--- src/rtl/wb_scoreboard.sv ---
// Register scoreboard and round-robin write-back arbiter in front of the regfile write port.
// Optional macro WB_SB_BYPASS_EN: forward the registered write-back to decode in the cycle it is written.
module wb_scoreboard #(
    parameter int DATA_WIDTH = 64,
    parameter int MAX_OUT    = 8
) (
    input  logic                  clk,
    input  logic                  rst,
    input  logic                  iss_valid,
    output logic                  iss_ready,
    input  logic                  iss_rs1_ena,
    input  logic                  iss_rs2_ena,
    input  logic [4:0]            iss_rs1_addr,
    input  logic [4:0]            iss_rs2_addr,
    input  logic                  iss_rd_ena,
    input  logic [4:0]            iss_rd_addr,
    input  logic                  alu_wb_valid,
    output logic                  alu_wb_ready,
    input  logic [4:0]            alu_wb_addr,
    input  logic [DATA_WIDTH-1:0] alu_wb_data,
    input  logic                  lsu_wb_valid,
    output logic                  lsu_wb_ready,
    input  logic [4:0]            lsu_wb_addr,
    input  logic [DATA_WIDTH-1:0] lsu_wb_data,
    output logic                  rf_w_ena,
    output logic [4:0]            rf_w_addr,
    output logic [DATA_WIDTH-1:0] rf_w_data,
    output logic                  fwd_rs1_hit,
    output logic                  fwd_rs2_hit,
    output logic [DATA_WIDTH-1:0] fwd_data,
    output logic [5:0]            out_cnt,
    output logic                  idle,
    output logic                  sb_err
);

    localparam logic [5:0] MAX_CNT = 6'(MAX_OUT);

    logic [31:0]           busy_q, busy_d;
    logic [5:0]            out_cnt_q, out_cnt_d;
    logic                  rr_ptr_q, rr_ptr_d;
    logic                  rf_w_ena_q, rf_w_ena_d;
    logic [4:0]            rf_w_addr_q, rf_w_addr_d;
    logic [DATA_WIDTH-1:0] rf_w_data_q, rf_w_data_d;
    logic                  sb_err_q, sb_err_d;

    logic                  rs1_fwd, rs2_fwd, rd_fwd;
    logic                  hz, full, rd_live, iss_inc, clr_dec;
    logic                  alu_grant, lsu_grant, wb_grant;
    logic [4:0]            wb_addr;
    logic [DATA_WIDTH-1:0] wb_data;

    // rf_w_ena_q already implies a nonzero address, so x0 sources never match.
`ifdef WB_SB_BYPASS_EN
    assign rs1_fwd     = rf_w_ena_q & (rf_w_addr_q == iss_rs1_addr);
    assign rs2_fwd     = rf_w_ena_q & (rf_w_addr_q == iss_rs2_addr);
    assign rd_fwd      = rf_w_ena_q & (rf_w_addr_q == iss_rd_addr);
    assign fwd_rs1_hit = iss_rs1_ena & rs1_fwd;
    assign fwd_rs2_hit = iss_rs2_ena & rs2_fwd;
    assign fwd_data    = rf_w_data_q;
`else
    assign rs1_fwd     = 1'b0;
    assign rs2_fwd     = 1'b0;
    assign rd_fwd      = 1'b0;
    assign fwd_rs1_hit = 1'b0;
    assign fwd_rs2_hit = 1'b0;
    assign fwd_data    = '0;
`endif

    always_comb begin
        rd_live   = iss_rd_ena & (iss_rd_addr != 5'd0);
        hz        = (iss_rs1_ena & busy_q[iss_rs1_addr] & ~rs1_fwd)
                  | (iss_rs2_ena & busy_q[iss_rs2_addr] & ~rs2_fwd)
                  | (iss_rd_ena  & busy_q[iss_rd_addr]  & ~rd_fwd);
        full      = rd_live & (out_cnt_q == MAX_CNT);
        iss_ready = ~hz & ~full;
        iss_inc   = iss_valid & iss_ready & rd_live;
    end

    always_comb begin
        alu_wb_ready = ~lsu_wb_valid | ~rr_ptr_q;
        lsu_wb_ready = ~alu_wb_valid | rr_ptr_q;
        alu_grant    = alu_wb_valid & alu_wb_ready;
        lsu_grant    = lsu_wb_valid & lsu_wb_ready;
        wb_grant     = alu_grant | lsu_grant;
        wb_addr      = alu_grant ? alu_wb_addr : lsu_wb_addr;
        wb_data      = alu_grant ? alu_wb_data : lsu_wb_data;
    end

    always_comb begin
        busy_d      = busy_q;
        out_cnt_d   = out_cnt_q;
        sb_err_d    = sb_err_q;
        rr_ptr_d    = rr_ptr_q;
        rf_w_ena_d  = wb_grant & (wb_addr != 5'd0);
        rf_w_addr_d = wb_grant ? wb_addr : rf_w_addr_q;
        rf_w_data_d = wb_grant ? wb_data : rf_w_data_q;
        clr_dec     = rf_w_ena_q & busy_q[rf_w_addr_q];

        if (rf_w_ena_q) begin
            busy_d[rf_w_addr_q] = 1'b0;
            if (!busy_q[rf_w_addr_q]) begin
                sb_err_d = 1'b1;
            end
        end
        // Applied after the clear so a same-cycle reissue keeps the register busy.
        if (iss_inc) begin
            busy_d[iss_rd_addr] = 1'b1;
        end
        busy_d[0] = 1'b0;

        case ({iss_inc, clr_dec})
            2'b10:   out_cnt_d = out_cnt_q + 6'd1;
            2'b01:   out_cnt_d = out_cnt_q - 6'd1;
            default: out_cnt_d = out_cnt_q;
        endcase

        // Pointer moves to the losing source only under contention.
        if (alu_wb_valid && lsu_wb_valid) begin
            rr_ptr_d = ~rr_ptr_q;
        end
    end

    always_ff @(posedge clk or posedge rst) begin
        if (rst) begin
            busy_q      <= '0;
            out_cnt_q   <= '0;
            rr_ptr_q    <= 1'b0;
            rf_w_ena_q  <= 1'b0;
            rf_w_addr_q <= '0;
            rf_w_data_q <= '0;
            sb_err_q    <= 1'b0;
        end else begin
            busy_q      <= busy_d;
            out_cnt_q   <= out_cnt_d;
            rr_ptr_q    <= rr_ptr_d;
            rf_w_ena_q  <= rf_w_ena_d;
            rf_w_addr_q <= rf_w_addr_d;
            rf_w_data_q <= rf_w_data_d;
            sb_err_q    <= sb_err_d;
        end
    end

    assign rf_w_ena  = rf_w_ena_q;
    assign rf_w_addr = rf_w_addr_q;
    assign rf_w_data = rf_w_data_q;
    assign out_cnt   = out_cnt_q;
    assign sb_err    = sb_err_q;
    assign idle      = (out_cnt_q == 6'd0) & ~alu_wb_valid & ~lsu_wb_valid;

endmodule

--- config.mk ---
export PLATFORM = sky130hd
export DESIGN_NAME = wb_scoreboard
export DESIGN_NICKNAME = d
export VERILOG_FILES = /design/src/rtl/wb_scoreboard.sv
export SDC_FILE = /design/constraint.sdc
export NUM_CORES = 1
export LEC_CHECK = 0
export ABC_CLOCK_PERIOD_IN_PS = 4300
export BUFFER_PORTS_ARGS = -buffer_cell sky130_fd_sc_hd__buf_2
export CAP_MARGIN = 5
export CORE_AREA = 2 2 132 134
export DETAILED_ROUTE_END_ITERATION = 7
export DIE_AREA = 0 0 134 136
export HOLD_SLACK_MARGIN = 0.06
export PLACE_DENSITY = 0.82
export SYNTH_ARGS = -nofsm -noshare
export SYNTH_HDL_FRONTEND = slang
export SYNTH_SLANG_ARGS = --single-unit
--- constraint.sdc ---
create_clock -name clk -period 4.3 [get_ports clk]
set_clock_uncertainty 0.15 [all_clocks]
set_input_delay 0.215 -clock clk [delete_from_list [all_inputs] [get_ports clk]]
set_output_delay 0.215 -clock clk [all_outputs]
set_load 0.01 [all_outputs]
==> run summary, run 1 <==
Status: complete, no violations
Area grow syn2layout: 35.8%
Clk_lat worst skew: 0.36 ns
DR pass1 iterations: 5
CP startpoint: rf_w_addr[0]$_DFFE_PP0P_
RSZ-0062 raised after global routing: false
Synth area leaders: dfrtp_1 (36%), a21oi_1 (8.9%), o21ai_0 (6.8%)
Syn Area/Cell: 9.09 um^2
Setup violators final: 0
Max clock buf depth: 2
Global-route usage over all layers: 0.299
Number of failing hold endpoints at the final stage: 0
Fraction of layout cells with a size suffix above 1: 0.284
EDFF count, synth: 0
Critical Path AT: 3.98 ns
Yosys reg bits: 109
Worst reg2reg startpoint: rf_w_addr[0]$_DFFE_PP0P_
Worst Path Max Fanout: 14
Slew HR: 0.221
Die Height: 136 um
Final WS setup: 0.453 ns
CP Capture Type: register
Final routed DRC violation total: 0
Final WL: 27.7 mm
Vias per cell: 5.77
Die X: 134 um
Asr flop ratio synth: 1.00
CP max-delay cell: dfrtp_1
Final hold slack: 0.110 ns
R2R setup slack: 0.45 ns
Crit-path max cell delay: 0.71 ns
CTS tree: done
CTS root buf: clkbuf_16
First-pass GRT wire length: 42.9 mm
Maximum capacitance violations: 0
Nets: 1329
Synth top area share: 0.361
Routed wire per std cell: 19.9 um
Hold_sp: alu_wb_addr[3]
Effective utilization at floorplan: 0.448
Maximum vdd drop: 0.236 mV
Setup tns final: 0 ns
Port bufs: 241
Yosys warnings: 0
Worst hold path type: in2reg
Starting DRC count in detailed routing: 717
Synthesized cell area: 7550 um^2
CTS H-Tree Depth: 3
Critical Path, Cell by Cell: mux4_2 -> nor2b_1 -> nor4_1 -> o211ai_1 -> and2_1 -> ha_1 -> ha_1 -> a21o_1 -> a21oi_1 -> o21bai_1 -> a21oi_1 -> mux2i_1 -> xnor2_1
Largest area contributor in the netlist: dfrtp_1
CTS clock-pin slew for the worst setup and hold paths: 0.07 ns
Peak Freq: 260 MHz
Final Critical Period: 3.85 ns
Final HPWL DP: 16.2 mm
Post-placement setup slack: 0.457 ns
CTS buffer count: 9
Grt ovf: 0
WP data required: 4.44 ns
Post-CTS setup buffer count: 0
Max-slew violation count: 0
Period utilisation layout: 0.895
Netlist cell types: 56
Std cell rows: 48
# IOs: 308
P_leak: 4.69 nW
Gate Count Post-Synth: 831
Crit path max-delay family: multiplexers
Worst slew pin tran: 1.17 ns
Largest net degree at the start of global routing: 94
Routability congestion estimate: 0.973
Setup CP Type: reg2reg
Final ANT Viol Nets: 0
Sink Count: 109
DR vias: 8043
Primary FF master, synth: dfrtp_1
Crit start category: register
Buf/Inv on CP: 0
Vias in the first global route: 8062
Initial antenna violation count: 1
Power per cell area: 493 nW/um^2
Die area: 18200 um^2
Placeable Area: 16900 um^2
Register area share after synthesis: 0.361
## final timing paths
check / end / depth (start not counted)
max: out_cnt[5]$_DFFE_PP0P_ / 13
max reg2reg: out_cnt[5]$_DFFE_PP0P_ / 13
max in group asynchronous: rr_ptr_q$_DFFE_PP0P_ / 4
min reg2reg: sb_err$_DFFE_PP0P_ / 1
min in group asynchronous: rf_w_data[27]$_DFFE_PP0P_ / 4
min: rf_w_ena$_DFF_PP0_ / 3
## worst register-to-register path: stages (launching register included)
cell,delay [ns]
dfrtp_1,0.71
mux4_2,0.59
nor2b_1,0.14
nor4_1,0.26
o211ai_1,0.16
and2_1,0.19
ha_1,0.27
ha_1,0.29
a21o_1,0.17
a21oi_1,0.22
o21bai_1,0.09
a21oi_1,0.17
mux2i_1,0.24
xnor2_1,0.13
## what timing repair did
action,in CTS,in global routing
hold buffers,139,0
endpoints found under the hold margin,178,0
gates resized for setup,0,0
## state kept, by name, indices dropped and copies added, names as in the netlist
| signal | count |
|---|---|
| rf_w_data | 64 |
| busy_q | 31 |
| out_cnt | 6 |
| rf_w_addr | 5 |
| rf_w_ena | 1 |
| rr_ptr_q | 1 |
| sb_err | 1 |
## layout by cell type, fill, tap and decap left out, drive strengths merged, types with 2 or more instances in the layout
cell type    count
and3             2
buf            249
nor4             6
nor2b            8
a21oi          134
nand2           79
a21o             2
mux2             9
xor2             2
or2              2
conb            66
clkbuf          11
or3b             2
nor3             2
ha               5
nor3b            2
nand3            4
dfrtp          109
o211ai           3
o41ai           32
mux4            20
o21bai           3
nor2            20
dlygate4sd3    139
mux2i           26
xnor2            4
o21ai          103
a31oi            2
and2             4
nand2b          68
o22ai            7
o22a             2
or3              4
inv             11
nand3b          10
## routing by layer
metal  GRT usage  up-vias  wire, um
met5           0        -        13
met4       0.197        2      1880
met3      0.0694      150      2650
met2       0.484      553     13200
met1       0.358     3832      9960
li1            -     3506         -
## power by group
group | total (mW) | switching (mW) | internal [mW]
sequential | 1.83 | 0.472 | 1.36
combinational | 2.32 | 1.17 | 1.14
clock | 0.906 | 0.414 | 0.492
## synth_stat cells (2+ instances only)
| library cell | count |
|---|---|
| buf_1 | 4 |
| nor4_1 | 6 |
| inv_1 | 9 |
| nor3b_1 | 2 |
| nand3b_1 | 10 |
| o211ai_1 | 3 |
| xor2_1 | 2 |
| clkbuf_1 | 47 |
| o41ai_2 | 28 |
| ha_1 | 5 |
| mux2i_1 | 26 |
| nand2b_1 | 68 |
| buf_6 | 4 |
| mux2_2 | 9 |
| buf_2 | 8 |
| a31oi_1 | 2 |
| nand3_1 | 4 |
| o22a_1 | 2 |
| xnor2_1 | 4 |
| nor2_1 | 20 |
| o41ai_1 | 3 |
| a21o_1 | 2 |
| or2_2 | 2 |
| buf_4 | 68 |
| and3_1 | 2 |
| o21ai_0 | 102 |
| nand2_1 | 79 |
| o21bai_1 | 3 |
| nor3_1 | 2 |
| or3_1 | 3 |
| mux4_2 | 20 |
| and2_1 | 4 |
| dfrtp_1 | 109 |
| nor2b_1 | 8 |
| o22ai_1 | 7 |
| a21oi_1 | 134 |
## layout make-up
type                       instances  area [um^2]
multi-input combinational        645         4230
clock inverter                     5         66.3
inverter                           9         36.3
tap                              225          282
fill                            1305         6610
timing repair buffer             388         2660
antenna                            1         2.50
clock buffer                      11          253
sequential                       109         2730
## per-stage QoR
stage | area, um^2 | power, mW | util | instances
detailed placement | 8550 | 3.76 | 0.507 | 1237
finish | 10300 | 5.05 | 0.608 | 1393
CTS | 10300 | 4.93 | 0.608 | 1392
floorplan | 7800 | 3.10 | - | 896
global route | 10300 | 5.31 | 0.608 | 1392
global placement | 8550 | 3.71 | 0.507 | 1237
## logic make-up after synthesis
| kind of cell | Yosys count | share of synthesized area |
|---|---|---|
| compound gates | 298 | 0.254 |
| xor+xnor | 6 | 0.00696 |
| fa+ha+maj | 6 | 0.0109 |
| buf+inv | 142 | 0.112 |
| flops | 109 | 0.361 |
| mux | 55 | 0.107 |
| other cells | 1 | 0.000496 |
| simple gates | 214 | 0.147 |
Note: power is estimated with default switching activity, not from simulation.
==> inputs of run 2 (changes only) <==
==> config.mk (replaced) <==
export PLATFORM = sky130hd
export DESIGN_NAME = wb_scoreboard
export DESIGN_NICKNAME = d
export VERILOG_FILES = /design/src/rtl/wb_scoreboard.sv
export SDC_FILE = /design/constraint.sdc
export NUM_CORES = 1
export LEC_CHECK = 0
export ABC_AREA = 1
export ABC_CLOCK_PERIOD_IN_PS = 4300
export BUFFER_PORTS_ARGS = -buffer_cell sky130_fd_sc_hd__buf_2
export CAP_MARGIN = 5
export CORE_AREA = 2 2 127 129
export DETAILED_ROUTE_END_ITERATION = 7
export DIE_AREA = 0 0 129 131
export HOLD_SLACK_MARGIN = 0.06
export PLACE_DENSITY = 0.84
export SYNTH_ARGS = -nofsm -noshare
export SYNTH_HDL_FRONTEND = slang
export SYNTH_SLANG_ARGS = --single-unit
==> run summary, run 2 <==
Netlist cell types: 30 (-46%)
Grt ovf: 0 (unchanged)
Final HPWL DP: 17.1 mm (+5.5%)
Global-route usage over all layers: 0.319 (+0.0200)
Maximum vdd drop: 0.234 mV (-0.61%)
WP data required: 4.44 ns (about the same)
CTS root buf: clkbuf_16
Die Height: 131 um (-3.7%)
Final Critical Period: 3.52 ns (-0.330 ns)
Die X: 129 um (-3.7%)
Power share of the clock group: 0.217 (+0.038)
Largest area contributor in the netlist: dfrtp_1
Worst hold path type: in2reg
Starting DRC count in detailed routing: 851 (+19%)
Synth area leaders: dfrtp_1 (39%), nand2_1 (15%), o21ai_0 (12%)
Commonest cells after routing, fill and taps aside: nand2_1 (276), buf_2 (241), o21ai_0 (167)
Pint: 2.31 mW (-23%)
CTS clock-pin slew for the worst setup and hold paths: 0.08 ns (about the same)
EDFF count, synth: 0 (unchanged)
Commonest non-fill, non-tap cell in the layout: nand2_1
Routability congestion estimate: 0.988 (+1.6%)
Placeable Area: 15600 um^2 (-7.6%)
DR pass1 iterations: 5 (unchanged)
Power per cell area: 417 nW/um^2 (-15%)
Final WL: 27.7 mm (about the same)
Synth top area share: 0.391 (+0.0297)
Hold_sp: lsu_wb_data[55]
Final hold slack: 0.0467 ns (-0.0636 ns)
Effective utilization at floorplan: 0.448 (about the same)
Max clock buf depth: 2 (unchanged)
# IOs: 308 (unchanged)
Max-slew violation count: 0 (unchanged)
Reg2Reg Depth: 19 (+6)
CTS tree: done
First-pass GRT wire length: 41.3 mm (-3.8%)
Commonest cells in the netlist: nand2_1 (277), o21ai_0 (167), dfrtp_1 (109), nor2_1 (108), nand3_1 (101)
CP startpoint: iss_rd_addr[4]
Syn Area/Cell: 6.87 um^2 (-24%)
CTS buffer count: 9 (unchanged)
Slew HR: 0.423 (+0.202)
Area grow syn2layout: 38.1%
DR vias: 8416 (+4.6%)
Status: complete, no violations
Net load switching power: 1.71 mW (-17%)
Crit start category: input pin
Setup violators final: 0 (unchanged)
Routed wire per std cell: 17.5 um (-12%)
Yosys warnings: 0 (unchanged)
Port bufs: 241 (unchanged)
Std cell rows: 46 (-4.2%)
Clk_lat worst skew: 0.37 ns (about the same)
Final ANT Viol Nets: 0 (unchanged)
Period utilisation layout: 0.818 (-0.0767)
RSZ-0062 raised after global routing: false
Filler Cells Inserted: 1352 (+3.6%)
Post-CTS sizing: 0 (unchanged)
Peak Freq: 284 MHz (+9.4%)
Most frequent cell after synthesis: nand2_1
Number of failing hold endpoints at the final stage: 0 (unchanged)
Gate Count Post-Synth: 1016 (+22%)
Synthesized cell area: 6980 um^2 (-7.6%)
Setup CP Type: in2reg
Final routed DRC violation total: 0 (unchanged)
Nets: 1522 (+15%)
Vias in the first global route: 7963 (-1.2%)
Yosys reg bits: 109 (unchanged)
Primary FF master, synth: dfrtp_1
Reg power frac: 0.414 (+0.051)
CP Capture Type: register
Max reg flops: 64 (unchanged)
Asr flop ratio synth: 1.00 (unchanged)
Critical Path AT: 3.66 ns (-0.32 ns)
Worst reg2reg startpoint: rf_w_addr[0]$_DFFE_PP0P_
P_leak: 4.90 nW (+4.4%)
Initial antenna violation count: 4 (+3)
Worst slew pin tran: 0.861 ns (-0.308 ns)
Sw Ratio: 0.425 (+0.0173)
Die area: 16900 um^2 (-7.3%)
Vias per cell: 5.33 (-7.7%)
Register area share after synthesis: 0.391 (+0.0297)
Worst Path Max Fanout: 5 (-9)
CTS H-Tree Depth: 3 (unchanged)
Hold Crit Depth: 3 (unchanged)
Maximum capacitance violations: 0 (unchanged)
Largest net degree at the start of global routing: 74 (-21%)
Logic pwr share: 0.369 (-0.089)
Fraction of layout cells with a size suffix above 1: 0.203 (-0.0807)
Sink Count: 109 (unchanged)
Setup tns final: 0 ns (unchanged)
-- run 2: final cells by class --
cell class                 count  area, um^2  area share
inverter                      81         307      0.0318
timing repair buffer         375        2530       0.262
antenna                        4        10.0     0.00104
clock inverter                 6        65.1     0.00675
sequential                   109        2730       0.283
multi-input combinational    779        3490       0.362
clock buffer                  10         239      0.0248
tap                          216         270      0.0280
-- run 2: power by group through the flow --
stage / Combinational (mW) / Sequential [mW] / Clock [mW]
3_5_place_dp: 1.28 / 1.65 / 0
4_1_cts: 1.43 / 1.63 / 0.876
6_report: 1.48 / 1.66 / 0.873
2_1_floorplan: 0.869 / 1.53 / 0
5_1_grt: 1.66 / 1.68 / 0.916
3_3_place_gp: 1.25 / 1.65 / 0
-- run 2: logic make-up (layout without fill, tap and decap cells) --
logic type,after synthesis,after routing,synth area share
simple gates,509,509,0.298
buf+inv,193,472,0.146
compound gates,192,192,0.145
flops,109,109,0.391
fa+ha+maj,6,6,0.0118
mux,4,4,0.00574
xor+xnor,2,2,0.00251
other cells,1,70,0.000537
-- run 2: final timing paths --
path	end	slack, ns
setup / recovery	out_cnt[5]$_DFFE_PP0P_	0.78
hold / removal	rf_w_data[55]$_DFFE_PP0P_	0.05
setup reg to reg	out_cnt[5]$_DFFE_PP0P_	0.87
hold reg to reg	sb_err$_DFFE_PP0P_	0.34
max in group asynchronous	rf_w_data[33]$_DFFE_PP0P_	2.83
min in group asynchronous	out_cnt[4]$_DFFE_PP0P_	0.27
-- run 2: timing repair --
| item | 4_1_cts | 5_1_grt |
|---|---|---|
| hold endpoints to repair | 104 | 0 |
| hold buffers | 126 | 0 |
| buffers inserted | 0 | 0 |
| setup endpoints to repair | 0 | 0 |
-- run 2: critical path: stages --
cell and delay, ns:
dlygate4sd3_1 0.53, buf_2 0.15, nor3_1 0.44, nand2_1 0.13, nand2_1 0.10, nand2_1 0.05
nor2_1 0.09, nand3_1 0.10, nand2_1 0.09, inv_2 0.04, nor2_4 0.12, nand2_1 0.07
ha_1 0.25, ha_1 0.34, a21oi_1 0.16, nand2_1 0.09, nand2_1 0.10, nand2_1 0.06
a21oi_1 0.15, o21ai_0 0.09, a21oi_1 0.15, xor2_1 0.15
-- run 2: through the flow --
stage          setup WS, ns   util  cells  instance area (um^2)  power [mW]
2_1_floorplan          1.06      -   1081                  7220        2.40
3_3_place_gp           1.06  0.517   1434                  8060        2.90
3_5_place_dp          0.948  0.517   1434                  8060        2.93
4_1_cts               0.835  0.617   1576                  9630        3.93
5_1_grt               0.431  0.618   1580                  9640        4.25
6_report              0.783  0.618   1580                  9640        4.02
-- run 2: routing by layer --
| layer | up-vias | part of all wire | global-route usage |
|---|---|---|---|
| met5 | - | 0 | 0 |
| met3 | 136 | 0.095 | 0.0778 |
| met2 | 542 | 0.46 | 0.500 |
| li1 | 3848 | - | - |
| met1 | 3890 | 0.37 | 0.396 |
| met4 | 0 | 0.068 | 0.208 |
